--- config.mk ---
export PLATFORM = sky130hd
export DESIGN_NAME = basic_sys
export DESIGN_NICKNAME = d
export VERILOG_FILES = /design/src/rtl/basic_sys.sv
export SDC_FILE = /design/constraint.sdc
export NUM_CORES = 1
export LEC_CHECK = 0
export CAP_MARGIN = 20
export CORE_MARGIN = 5
export CORE_UTILIZATION = 60
export DETAILED_ROUTE_END_ITERATION = 7
export DONT_BUFFER_PORTS = 1
export PLACE_DENSITY = 0.76
export SLEW_MARGIN = 30
export SYNTH_ARGS = -nofsm -noshare
export SYNTH_HDL_FRONTEND = slang
export SYNTH_SLANG_ARGS = --single-unit
export TNS_END_PERCENT = 1
--- constraint.sdc ---
create_clock -name CLK_IN -period 2.05 [get_ports CLK_IN]
set_clock_uncertainty 0.05 [all_clocks]
set_input_delay 0 -clock CLK_IN [delete_from_list [all_inputs] [get_ports CLK_IN]]
set_output_delay 0 -clock CLK_IN [all_outputs]
set_load 0.005 [all_outputs]
--- src/rtl/basic_sys.sv ---
// Basic system top: emulated DCM lock/reset generator plus a small switch-to-LED
// I/O controller standing in for the Picoblaze program.

module syscon #(
    parameter int LOCK_CYCLES = 64
) (
    input  logic CLK_IN,
    input  logic RESET_IN,
    output logic LOCKED,
    output logic sys_rst
);
    localparam int CW = $clog2(LOCK_CYCLES + 1);

    logic [CW-1:0] lock_cnt;
    logic [1:0]    rst_sync;
    logic          rst_any;

    // Down-counter: LOCKED rises on the LOCK_CYCLES-th edge after reset release.
    always_ff @(posedge CLK_IN or posedge RESET_IN) begin
        if (RESET_IN) begin
            lock_cnt <= CW'(LOCK_CYCLES - 1);
            LOCKED   <= 1'b0;
        end else if (!LOCKED) begin
            if (lock_cnt == '0)
                LOCKED <= 1'b1;
            else
                lock_cnt <= lock_cnt - 1'b1;
        end
    end

    assign rst_any = RESET_IN | ~LOCKED;

    // Asserts immediately, releases two edges after lock.
    always_ff @(posedge CLK_IN or posedge rst_any) begin
        if (rst_any)
            rst_sync <= 2'b11;
        else
            rst_sync <= {rst_sync[0], 1'b0};
    end

    assign sys_rst = rst_sync[1];
endmodule

// state | meaning
// RST   | held in internal reset, LEDS dark
// WAIT  | start-up pause after internal reset clears
// ALIVE | write the alive pattern once
// READ  | capture synchronised switches
// WRITE | drive captured switches plus alive bit to LEDS
module basic_sys #(
    parameter int         LOCK_CYCLES    = 64,
    parameter int         STARTUP_CYCLES = 16,
    parameter logic [7:0] ALIVE_MASK     = 8'h80
) (
    input  logic       CLK_IN,
    input  logic       RESET_IN,
    input  logic [7:0] SWITCHES,
    output logic [7:0] LEDS
);
    localparam int SW = $clog2(STARTUP_CYCLES + 1);

    typedef enum logic [2:0] {
        ST_RST,
        ST_WAIT,
        ST_ALIVE,
        ST_READ,
        ST_WRITE
    } state_t;

    logic          LOCKED;
    logic          sys_rst;
    logic [7:0]    sw_meta, sw_sync;
    state_t        state_q, state_d;
    logic [SW-1:0] cnt_q, cnt_d;
    logic [7:0]    leds_q, leds_d;
    logic [7:0]    in_q, in_d;

    syscon #(.LOCK_CYCLES(LOCK_CYCLES)) syscon (
        .CLK_IN   (CLK_IN),
        .RESET_IN (RESET_IN),
        .LOCKED   (LOCKED),
        .sys_rst  (sys_rst)
    );

    always_ff @(posedge CLK_IN or posedge RESET_IN) begin
        if (RESET_IN) begin
            sw_meta <= 8'h00;
            sw_sync <= 8'h00;
        end else begin
            sw_meta <= SWITCHES;
            sw_sync <= sw_meta;
        end
    end

    always_ff @(posedge CLK_IN or posedge sys_rst) begin
        if (sys_rst) begin
            state_q <= ST_RST;
            cnt_q   <= '0;
            leds_q  <= 8'h00;
            in_q    <= 8'h00;
        end else begin
            state_q <= state_d;
            cnt_q   <= cnt_d;
            leds_q  <= leds_d;
            in_q    <= in_d;
        end
    end

    // The RST->WAIT edge is the second start-up cycle counted from sys_rst release,
    // so the timer is loaded two short of STARTUP_CYCLES.
    always_comb begin
        state_d = state_q;
        cnt_d   = cnt_q;
        leds_d  = leds_q;
        in_d    = in_q;
        case (state_q)
            ST_RST: begin
                cnt_d   = SW'(STARTUP_CYCLES - 2);
                state_d = ST_WAIT;
            end
            ST_WAIT: begin
                if (cnt_q == '0)
                    state_d = ST_ALIVE;
                else
                    cnt_d = cnt_q - 1'b1;
            end
            ST_ALIVE: begin
                leds_d  = ALIVE_MASK;
                state_d = ST_READ;
            end
            ST_READ: begin
                in_d    = sw_sync;
                state_d = ST_WRITE;
            end
            ST_WRITE: begin
                leds_d  = in_q | ALIVE_MASK;
                state_d = ST_READ;
            end
            default: state_d = ST_RST;
        endcase
    end

    assign LEDS = leds_q;
endmodule

Word level (Yosys, flattened, before mapping)
Index checks and enable logic that the tools add are counted.
{ "totals": {"register_bits": 47, "input_bits": 10, "output_inout_bits": 8, "wordCells": 35} }
{ "classes": {"addsub": 2, "n_eq_ne": 6, "n_mux": 7, "bitwise": 3, "n_reduce_logical": 8} }
{ "op_table": {"columns": ["operator", "n"], "rows": [
  ["one-hot mux 8 bit (2 select lines)", 1],
  ["one-hot mux 3 bit (4 select lines)", 1],
  ["one-hot mux 5 bit (2 select lines)", 1],
  ["logical NOT 7 bit", 1],
  ["subtractor 7 x 1 -> 7 bit, second input constant", 1],
  ["== test 3 x 2 -> 1 bit, second input constant", 2],
  ["logical NOT 5 bit", 1],
  ["2-to-1 mux 5 bit", 1],
  ["subtractor 5 x 1 -> 5 bit, second input constant", 1],
  ["!= test 2 bit, second input constant", 2],
  ["AND reduction 2 bit", 2],
  ["nonzero test 2 bit", 2],
  ["== test 3 x 1 -> 1 bit, second input constant", 1],
  ["== test 3 bit, second input constant", 1],
  ["logical NOT 3 bit", 1],
  ["2-to-1 mux 3 bit", 1],
  ["2-to-1 mux 1 bit", 2],
  ["inverter 1 bit", 2],
  ["OR reduction 2 bit", 1],
  ["bitwise OR 1 bit", 1]
]} }

Logic depth before layout (Yosys ltp)
{ "depth": {"word_depth": 3, "depth_mapped": 5, "mapped_depth_nobuf": 5} }

Hierarchy
From an unflattened synthesis, not the netlist that was laid out.
{ "hier_totals": {"hier_cells": 142, "area_unflattened_um2": 1855.5} }
{ "modules_own_cells": {"columns": ["mod", "instances", "cells_per_inst", "area_each_um2", "seq_area_each_um2"], "rows": [
  ["basic_sys", 1, 101, 1382.6, 925.9],
  ["syscon", 1, 41, 473.0, 260.2]
]} }

Worst setup path after synthesis
Ideal clock, no wire load.
{ "synth_path": {"kind": "reg-to-reg", "startpoint": "register syscon.lock_cnt[0]", "endpoint": "register syscon.lock_cnt[5]", "setup_ns": 0.060, "arrival_ns": 1.394, "required_ns": 1.940, "slack_ns": 0.546, "stages_incl_launch_ff": 6, "path_buffers": 0, "synth_period_minus_slack_ns": 1.504, "path_cell_list": "dfstp_2 inv_1 ha_1 nor2b_1 or4_1 nand2_1"} }
{ "synth_between": {"elab_chain_cells": 3, "word_cells_on_any_way": 4, "cone_classes": "add/sub: 1; bitwise: 1; reduce/logical: 2"} }
{ "synth_rtl": {"columns": ["item", "line_no", "source"], "rows": [
  ["start: declaration", "14", "logic [CW-1:0] lock_cnt;"],
  ["start signal: assignment", "21", "lock_cnt <= CW'(LOCK_CYCLES - 1);"],
  ["start signal: assignment", "27", "lock_cnt <= lock_cnt - 1'b1;"],
  ["branches (longest 3 deep; another with subtractor 7 x 1 -> 7 bit)", null, null]
]} }
Parallel ways; which one is timed is not known.
A chain may end at the register's enable or synchronous reset.

Worst setup path in the final report
{ "layout_path": {"startpoint": "register syscon.lock_cnt[0]", "endpoint": "register syscon.lock_cnt[1]"} }
Same word-level chain as after synthesis.

==> flow_summary.json <==
{
  "grt.total_usage": 0.1443,
  "worstMarginPinSlew_ns": 0.8280,
  "synth_area_um2": 1822,
  "power_density_nw_per_um2": 738.0,
  "vdd_ir_drop_max_mv": 0.6129,
  "synthMuxAreaShare": 0.05426,
  "combPwrFrac": 0.033,
  "cp.required_ns": 2.28,
  "clock_sinks": 47,
  "ys_warn_count": 0,
  "route.vias.total": 1042,
  "core_um2": 2978,
  "rows": 20,
  "worst_skew_pair.late_latency_ns": 0.35,
  "clockPowerShare": 0.305,
  "critPathMaxFanout": 3,
  "clk_pin_slew_worst_paths_ns": 0.13,
  "yosysUniqueCellTypes": 37,
  "final_area_um2": 1996,
  "htreeDepth": 2,
  "end_kind": "flop",
  "finalHoldViolCount": 0,
  "dpl_cell_area_um2": 1848,
  "worst-endpoint-arrival_ns": 1.83,
  "r2r_setup_slack_ns": 0.44,
  "syn-num-nets": 148,
  "p_switching_mw": 0.3197,
  "slew_headroom": 0.4474,
  "io_pins": 18,
  "hold_path.class": "in -> reg",
  "fp.dieW_um": 65.10,
  "ant_nets": 0,
  "internal-power_mw": 1.153,
  "rsz0062_at_grt": "false",
  "period_share": 0.7830,
  "setup_violations": 0,
  "post-route-min-period_ns": 1.605,
  "cts_buffer_depth": 2,
  "grt_pass1_wl_um": 4519,
  "cts_resized": 0,
  "drive_gt1_frac": 0.2027,
  "cts_tree": "built",
  "switching_share": 0.2170,
  "synth-xor-area-share": 0.009615,
  "cts_made_buffers": 5,
  "status": "completed",
  "crit_type": "reg -> reg",
  "cp_slowest_cell": "dfstp_2",
  "cap_violations": 0,
  "postSynthAreaPerCell_um2": 13.40,
  "synth_top_family_by_area": "compound AO/OA/AOI/OAI gates",
  "dieHeight_um": 65.10,
  "slew_violations": 0,
  "antenna_found_initial": 0,
  "synth_compound_area_frac": 0.1484,
  "dieArea_um2": 4238,
  "syn2layout_area_growth_pct": 9.546,
  "clock-root-buffer": "clkbuf_4",
  "initial_core_util": 0.6118,
  "place_congestion": 0.7310,
  "synthAdderAreaFrac": 0.01374,
  "grt_max_degree": 24,
  "numPortBuffers": 0,
  "dr.pass1.iters": 4,
  "n_antenna_cell": 0,
  "dp_hpwl_um": 1913,
  "drt-total-wl_um": 2662,
  "leakage_nw": 0.8863,
  "overflow": 0,
  "drtIter0Drc": 35,
  "ys_ff_latch": 47,
  "final_common_cell": "dfrtp_1",
  "yosysSeqAreaShare": 0.6511,
  "via_per_inst": 5.757,
  "routedWlPerCell_um": 14.71,
  "grt_pass1_vias": 1038,
  "yosys.area_share.simple": 0.09409,
  "p_seq_frac": 0.662,
  "fin_tns_setup_ns": 0,
  "crit_chain": "inv_1, ha_1, nor2b_1, a21oi_1, mux2i_1",
  "cpPeakStageDelay_ns": 0.54,
  "max_freq_ghz": 0.6230,
  "fin_nets": 159,
  "drcViolationCount": 0,
  "layout_common_cells": "39 x dfrtp_1, 16 x a22o_1, 9 x inv_1",
  "synth_cells": 136,
  "start_kind": "flop"
}
[critical path, delay by kind of cell, from the launching register on]
kind,cells,cell delay (ns)
AO/OA/AOI/OAI,1,0.31
flip-flops,1,0.54
adder cells (fa/ha/maj),1,0.21
buffers and inverters,1,0.06
AND/OR/NAND/NOR,1,0.14
multiplexers,1,0.24
[stage by stage]
| step | hold slack, ns | worst slack [ns] | util | cells | power, mW |
|---|---|---|---|---|---|
| after detailed placement | -0.01852 | 0.4401 | 0.6206 | 165 | 1.030 |
| final | 0.1501 | 0.4448 | 0.6702 | 181 | 1.473 |
| after CTS | 0.1229 | 0.4114 | 0.6702 | 181 | 1.495 |
| after global routing | 0.1135 | 0.3214 | 0.6702 | 181 | 1.550 |
| after floorplan | -0.06522 | 0.5462 | - | 136 | 1.019 |
| after global placement | -0.02107 | 0.5145 | 0.6206 | 165 | 1.027 |
[power by group through the flow]
stage          logic, mW  clock network, mW  registers (mW)
2_1_floorplan     0.0322                  0           0.987
3_3_place_gp      0.0364                  0           0.991
3_5_place_dp      0.0377                  0           0.993
4_1_cts           0.0498              0.470           0.975
5_1_grt           0.0562              0.515           0.979
6_report          0.0483              0.450           0.975
[kinds of logic after synthesis]
group,count (synthesis)
flops,47
compound gates,36
simple gates,26
buf+inv,13
mux,9
fa+ha+maj,2
xor+xnor,2
other cells,1
[Yosys cell counts]
cell / count / share of area
dfrtp_1: 39 / 0.54
a22o_1: 16 / 0.077
inv_1: 9 / 0.019
dfstp_2: 8 / 0.12
mux2_2: 7 / 0.043
o21ai_0: 6 / 0.016
clkbuf_1: 4 / 0.0082
a21oi_1: 3 / 0.0082
nand2_1: 3 / 0.0062
nand2b_1: 3 / 0.010
nor2_1: 3 / 0.0062
o31ai_1: 3 / 0.012
ha_1: 2 / 0.014
mux2i_1: 2 / 0.011
nand3_1: 2 / 0.0055
nand3b_1: 2 / 0.0082
nor2b_1: 2 / 0.0069
or2_2: 2 / 0.0069
or3_1: 2 / 0.0069
a21boi_0: 1 / 0.0041
a21o_1: 1 / 0.0041
a22oi_1: 1 / 0.0041
and2_1: 1 / 0.0034
conb_1: 1 / 0.0021
nor3_1: 1 / 0.0027
nor4_1: 1 / 0.0034
nor4b_4: 1 / 0.013
o21a_1: 1 / 0.0041
o21ai_1: 1 / 0.0027
o221a_2: 1 / 0.0062
o22ai_1: 1 / 0.0034
o31a_2: 1 / 0.0055
or3_2: 1 / 0.0041
or3_4: 1 / 0.0062
or4_1: 1 / 0.0041
xnor2_1: 1 / 0.0048
xor2_1: 1 / 0.0048
[worst paths after layout]
| kind | start | end | cells past startpoint |
|---|---|---|---|
| setup / recovery | syscon.lock_cnt[0] | syscon.lock_cnt[1] | 5 |
| hold / removal | SWITCHES[6] | sw_meta[6] | 1 |
| setup reg to reg | syscon.lock_cnt[0] | syscon.lock_cnt[1] | 5 |
| hold reg to reg | sw_meta[0] | sw_sync[0] | 0 |
| max in group asynchronous | syscon.rst_sync[1] | LEDS[7] | 1 |
| min in group asynchronous | RESET_IN | syscon.rst_sync[0] | 2 |
[repair_timing]
item	4_1_cts	5_1_grt
endpoints found under the hold margin	25	0
buffers inserted	0	0
hold buffers	8	0
[state kept, by name (all words and copies together) (netlist names)]
register         cells
cnt_q                5
syscon.rst_sync      2
syscon.LOCKED        1
sw_sync              7
in_q                 7
syscon.lock_cnt      7
sw_meta              7
LEDS                 8
state_q              3
[metal layers]
layer | wire length (um) | vias up | track usage | share of wire
li1 | - | 513 | - | -
met1 | 1122 | 507 | 0.1542 | 0.42
met2 | 1383 | 16 | 0.2465 | 0.52
met3 | 113 | 6 | 0.07009 | 0.042
met4 | 42 | 0 | 0.05440 | 0.016
met5 | 0 | - | 0 | 0
[cell type report]
class / count / area [um2]
clock buffer: 6 / 51.30
clock inverter: 2 / 16.27
fill: 209 / 982.2
inverter: 9 / 33.78
multi-input combinational: 76 / 586.8
sequential: 47 / 1186
tap: 33 / 41.29
timing repair buffer: 8 / 80.08
No activity file was read; power rests on OpenSTA's default activity.
